**config.mk**
```make
export PLATFORM = sky130hd
export DESIGN_NAME = core_run_controller
export DESIGN_NICKNAME = d
export VERILOG_FILES = /design/src/rtl/core_run_pkg.sv /design/src/rtl/sat_counter.sv /design/src/rtl/core_run_controller.sv
export SDC_FILE = /design/constraint.sdc
export NUM_CORES = 1
export LEC_CHECK = 0
export ABC_AREA = 1
export BUFFER_PORTS_ARGS = -buffer_cell sky130_fd_sc_hd__buf_4
export CAP_MARGIN = 20
export CORE_ASPECT_RATIO = 0.7
export CORE_UTILIZATION = 25
export DETAILED_ROUTE_END_ITERATION = 7
export HOLD_SLACK_MARGIN = 0.06
export PLACE_DENSITY = 0.56
export SLEW_MARGIN = 10
export SYNTH_ARGS = -nofsm -noshare
export SYNTH_HDL_FRONTEND = slang
export SYNTH_SLANG_ARGS = --single-unit
```
**constraint.sdc**
```tcl
create_clock -name clk -period 1.8 [get_ports clk]
set_input_delay 0.27 -clock clk [delete_from_list [all_inputs] [get_ports clk]]
set_output_delay 0.27 -clock clk [all_outputs]
set_load 0.05 [all_outputs]
```
**src/rtl/core_run_pkg.sv**
```systemverilog
// Purpose: shared types and constants for the core run/reset harness.
// Latency: n/a (types and constants only).
// Backpressure: n/a.
// Contents: run_state_t FSM encoding, TOHOST_PASS completion value.
package core_run_pkg;

  typedef enum logic [1:0] {
    IDLE  = 2'd0,
    RESET = 2'd1,
    RUN   = 2'd2,
    DONE  = 2'd3
  } run_state_t;

  // Value a riscv-tests program writes to TOHOST to signal success.
  localparam logic [31:0] TOHOST_PASS = 32'h1;

endpackage

```
**src/rtl/sat_counter.sv**
```systemverilog
// Purpose: up-counter with synchronous clear that sticks at all-ones instead of wrapping.
// Latency: count reflects clear/en one cycle after the sampling edge.
// Backpressure: none; en is a plain increment qualifier.
// Ports: clk, rst (async active-low), clear (sync, wins over en), en, count[W-1:0].
module sat_counter #(
  parameter int W = 32
) (
  input  logic         clk,
  input  logic         rst,
  input  logic         clear,
  input  logic         en,
  output logic [W-1:0] count
);

  always_ff @(posedge clk or negedge rst) begin
    if (!rst) begin
      count <= '0;
    end else if (clear) begin
      count <= '0;
    end else if (en && (count != {W{1'b1}})) begin
      count <= count + W'(1);
    end
  end

endmodule

```
**src/rtl/core_run_controller.sv**
```systemverilog
// Purpose: sequences rv32i_core reset, bounds run time, snoops TOHOST for a pass/fail verdict.
// Latency: verdict and done appear the cycle after the terminating RUN edge.
// Backpressure: none; start is only sampled in IDLE and DONE, snooped writes are never stalled.
// Ports: clk, rst (async active-low), start, core_rst_o, mon_we/mon_addr/mon_wdata (write snoop),
//        retire, busy, done, pass, fail, timeout, result_code, cycle_count, instret_count.
module core_run_controller
  import core_run_pkg::*;
#(
  parameter int                RESET_CYCLES       = 2,
  parameter int                TIMEOUT_CYCLES     = 30,
  parameter int                CNT_W              = 32,
  parameter int                ADDR_W             = 32,
  parameter logic [ADDR_W-1:0] TOHOST_ADDR        = 'h0000_1000,
  parameter bit                AUTO_START         = 1'b1,
  parameter bit                HOLD_RESET_ON_DONE = 1'b1
) (
  input  logic              clk,
  input  logic              rst,
  input  logic              start,
  output logic              core_rst_o,
  input  logic              mon_we,
  input  logic [ADDR_W-1:0] mon_addr,
  input  logic [31:0]       mon_wdata,
  input  logic              retire,
  output logic              busy,
  output logic              done,
  output logic              pass,
  output logic              fail,
  output logic              timeout,
  output logic [30:0]       result_code,
  output logic [CNT_W-1:0]  cycle_count,
  output logic [CNT_W-1:0]  instret_count
);

  // Down-counter holds RESET_CYCLES-1 on entry; RESET exits when it reaches zero.
  localparam int                RST_W    = (RESET_CYCLES > 1) ? $clog2(RESET_CYCLES) : 1;
  localparam logic [RST_W-1:0]  RST_LOAD = RST_W'(RESET_CYCLES - 1);
  // Watchdog fires on the edge where the pre-increment count is TIMEOUT_CYCLES-1.
  localparam logic [CNT_W-1:0]  WD_LAST  = CNT_W'(TIMEOUT_CYCLES - 1);

  run_state_t       state, state_nxt;
  logic [RST_W-1:0] rst_cnt, rst_cnt_nxt;
  logic             pass_nxt, fail_nxt, timeout_nxt;
  logic [30:0]      result_nxt;
  logic             core_rst_nxt;
  logic             clear_cnt;
  logic             tohost_hit;
  logic             in_run;

  assign in_run     = (state == RUN);
  assign tohost_hit = mon_we && (mon_addr == TOHOST_ADDR);

  always_comb begin
    state_nxt   = state;
    rst_cnt_nxt = rst_cnt;
    pass_nxt    = pass;
    fail_nxt    = fail;
    timeout_nxt = timeout;
    result_nxt  = result_code;
    clear_cnt   = 1'b0;

    unique case (state)
      IDLE: begin
        if (start || AUTO_START) begin
          state_nxt   = RESET;
          rst_cnt_nxt = RST_LOAD;
          clear_cnt   = 1'b1;
          pass_nxt    = 1'b0;
          fail_nxt    = 1'b0;
          timeout_nxt = 1'b0;
          result_nxt  = '0;
        end
      end
      RESET: begin
        if (rst_cnt == '0) state_nxt = RUN;
        else               rst_cnt_nxt = rst_cnt - RST_W'(1);
      end
      RUN: begin
        // TOHOST takes priority over a coincident watchdog expiry.
        if (tohost_hit) begin
          state_nxt  = DONE;
          pass_nxt   = (mon_wdata == TOHOST_PASS);
          fail_nxt   = (mon_wdata != TOHOST_PASS);
          result_nxt = mon_wdata[31:1];
        end else if (cycle_count == WD_LAST) begin
          state_nxt   = DONE;
          timeout_nxt = 1'b1;
        end
      end
      DONE: begin
        // Restart only on an explicit start; AUTO_START applies to IDLE alone.
        if (start) begin
          state_nxt   = RESET;
          rst_cnt_nxt = RST_LOAD;
          clear_cnt   = 1'b1;
          pass_nxt    = 1'b0;
          fail_nxt    = 1'b0;
          timeout_nxt = 1'b0;
          result_nxt  = '0;
        end
      end
    endcase

    // Decoded from next state so the registered core reset changes with the state itself.
    unique case (state_nxt)
      RUN:     core_rst_nxt = 1'b0;
      DONE:    core_rst_nxt = HOLD_RESET_ON_DONE;
      default: core_rst_nxt = 1'b1;
    endcase
  end

  always_ff @(posedge clk or negedge rst) begin
    if (!rst) begin
      state       <= IDLE;
      rst_cnt     <= '0;
      core_rst_o  <= 1'b1;
      busy        <= 1'b0;
      done        <= 1'b0;
      pass        <= 1'b0;
      fail        <= 1'b0;
      timeout     <= 1'b0;
      result_code <= '0;
    end else begin
      state       <= state_nxt;
      rst_cnt     <= rst_cnt_nxt;
      core_rst_o  <= core_rst_nxt;
      busy        <= (state_nxt == RESET) || (state_nxt == RUN);
      done        <= (state_nxt == DONE);
      pass        <= pass_nxt;
      fail        <= fail_nxt;
      timeout     <= timeout_nxt;
      result_code <= result_nxt;
    end
  end

  sat_counter #(.W(CNT_W)) u_cycle_cnt (
    .clk   (clk),
    .rst   (rst),
    .clear (clear_cnt),
    .en    (in_run),
    .count (cycle_count)
  );

  sat_counter #(.W(CNT_W)) u_instret_cnt (
    .clk   (clk),
    .rst   (rst),
    .clear (clear_cnt),
    .en    (in_run && retire),
    .count (instret_count)
  );

endmodule

```
==> results.toml <==
[synth]
syn_area_per_cell_um2 = 6.62
netlist_area_um2 = 6680
synthFlopType = "dfrtp_1"
synth-warning-count = 0
synthArstFlopShare_pct = 100
synth_nets = 1090
netlist_instances = 1010
synth_cell_type_count = 31
synth-seq-cells = 104
synth_edf_count = 0
yosysSeqAreaShare_pct = 39.0

[sta]
holdWs_ns = 0.170
fmaxAchievable_mhz = 566
relSlewSlack_pct = 71.2
layout_min_cycle_time_ns = 1.77
fin_crit_sh_pct = 98.2
tightest_slew_ns = 0.430
rsz0062_at_grt = "yes"
finalMaxSlewViolations = 0
fin_skew_ns = 0.0120
finalSetupViolCount = 0
hold_violations = 0

[hold_path]
hp-class = "primary input to flip-flop"
hold_depth = 3
hp-start = "mon_wdata[13]"
holdPathEnd = "result_code[12]"

[status]
status = "completed"

[final_layout]
final_common_cell = "nand2_1"
fillers = 2833
multi_input_area_um2 = 3690
antenna_cells = 0
drive_above_1_share_pct = 27.8
layout.cells.non_filler = 1618
syn_to_final_growth_pct = 43.8
final_cell_mix = "nand2_1 (381), buf_4 (251), nor2_1 (161)"
layout.nets = 1336
regArea_um2 = 2630

[clock_network]
cts_tree = "done"
cts.clk_slew.worst_paths_ns = 0.08
cts.path.max_buffers = 2
clock_latency_ns = 0.36
htreeDepth = 3
cts_root_buffer = "clkbuf_16"
cts.sinks = 104
numCtsBuffers = 9

[critical_path]
reg2reg_slack_ns = 0.03
start_kind = "flip-flop"
ff2ff_path_depth = 14
worstPathArrival_ns = 2.03
reg2reg_from = "u_cycle_cnt.count[1]"
end_kind = "flip-flop"
required_ns = 2.06
cp_max_fo = 2
critPathKind = "flip-flop to flip-flop"
worstReg2RegEnd = "busy"

[routing]
ant_nets = 0
wl_per_cell_um = 15.1
num_vias = 7440
viasPerCell = 4.60
dr.first_iter.drc_count = 509
drc = 0
dr.pass1.iters = 5
drt-total-wl_mm = 24.4

[die]
die_area_um2 = 27400
design.core.area_um2 = 26000
die_h_um = 139
io_pins = 170
initial_core_util_pct = 25.7
num_rows = 49
die_w_um = 197

[global_route]
grt_pass1_vias = 6849
grt.overflow.total = 0
grt_pass1_wl_mm = 37.0
antenna_found_initial = 0
grtUsageTotal_pct = 17.3
grt_max_degree = 62

[place]
hpwl_mm = 17.8
gp_congestion = 0.870
dp.cells = 1593
port_buffers = 169

[power]
power.density_nw_per_um2 = 845
total_power_mw = 8.12
power_leakage_nw = 4.86
ir_worst_vdd_mv = 0.590

[flow_run]
drv_cap = 0
-- registers in the layout (all words and copies together), names as in the netlist --
register / count
busy: 1
core_rst_o: 1
done: 1
fail: 1
pass: 1
result_code: 31
rst_cnt: 1
state: 2
timeout: 1
u_cycle_cnt.count: 32
u_instret_cnt.count: 32
-- stage by stage --
| stage | instance area (um2) | utilization [%] | setup WS (ns) | TNS, ns |
|---|---|---|---|---|
| after CTS | 9420 | 36.2 | 0.00263 | 0 |
| after global routing | 9610 | 37.0 | -0.118 | -0.118 |
| after global placement | 9050 | 34.8 | -0.0567 | -1.80 |
| after detailed placement | 9050 | 34.8 | -0.0991 | -2.58 |
| final | 9610 | 37.0 | 0.0330 | 0 |
| after floorplan | 6750 | - | 0.00525 | 0 |
-- cell type report --
type,count,share of cell area (%)
multi-input combinational,791,38.4
sequential,104,27.4
clock inverter,5,0.820
timing repair buffer,267,22.8
tap,357,4.65
clock buffer,11,2.53
inverter,83,3.42
-- critical path, stage by stage, from the launching register on --
cell and delay [ns]:
dfrtp_2 0.41, inv_2 0.07, ha_4 0.12, nand2_2 0.04, nor2_1 0.09, nand2_1 0.06, nor2_1 0.11, buf_4 0.14
nand2_2 0.05, o21ai_1 0.08, nand2_1 0.06, nand2_1 0.08, inv_1 0.05, ha_1 0.26, inv_1 0.03
-- routing by layer --
layer,vias up,routed length [um],track usage [%]
met1,3442,11900,25.4
li1,3728,-,-
met2,258,9980,23.8
met5,-,0,0
met4,0,196,3.30
met3,12,2360,6.37
-- where the power goes --
part	leakage [nW]	internal (mW)	switching, mW	total, mW
logic	3.30	1.13	2.26	3.39
clock network	0.160	1.26	0.952	2.21
registers	1.40	2.44	0.0776	2.51
-- cells in the mapped netlist, types with 2 or more instances --
cell,n,area share [%]
buf_2,7,0.52
o21ai_0,10,0.75
nor2_1,167,9.4
a21oi_1,3,0.22
nor2_4,6,1.0
xnor2_1,3,0.39
a21oi_2,3,0.39
xor2_1,9,1.2
nand2_1,383,22
nor3_1,3,0.22
ha_1,11,2.1
buf_1,10,0.56
nand2_2,5,0.47
inv_1,79,4.4
dfrtp_1,103,39
nand4_1,81,7.6
or2_2,9,0.84
nand2_4,2,0.34
inv_2,3,0.17
or2_0,2,0.19
buf_4,3,0.34
buf_6,2,0.34
nand3_1,80,6.0
clkbuf_1,11,0.62
nand3b_1,9,1.0
-- kinds of logic (layout without fill, tap and decap cells) --
logic type | Yosys count | after routing | share of synthesized area [%]
compound gates | 18 | 18 | 1.57
xor+xnor | 12 | 12 | 1.57
fa+ha+maj | 11 | 11 | 2.06
buf+inv | 116 | 366 | 7.11
flops | 104 | 104 | 39.0
simple gates | 749 | 750 | 48.7
-- worst max-delay path by stage --
stage	slack (ns)	end	cells after the start	start
global placement	-0.06	u_instret_cnt.count[29]	7	state[0]
global route	-0.12	busy	14	u_cycle_cnt.count[1]
finish	0.03	busy	14	u_cycle_cnt.count[1]
floorplan	0.005	u_cycle_cnt.count[25]	10	u_cycle_cnt.count[14]
detailed placement	-0.1	u_instret_cnt.count[25]	8	state[0]
CTS	0.003	busy	14	u_cycle_cnt.count[1]
-- what timing repair did --
item | 4_1_cts | 5_1_grt
endpoints found under the hold margin | 22 | 0
cloned | 1 | 3
endpoints found under the setup margin | 93 | 96
pin swaps | 2 | 5
hold buffers | 1 | 0
gates resized for setup | 8 | 18
setup buffers | 0 | 4
(Power assumes the default switching activity.)
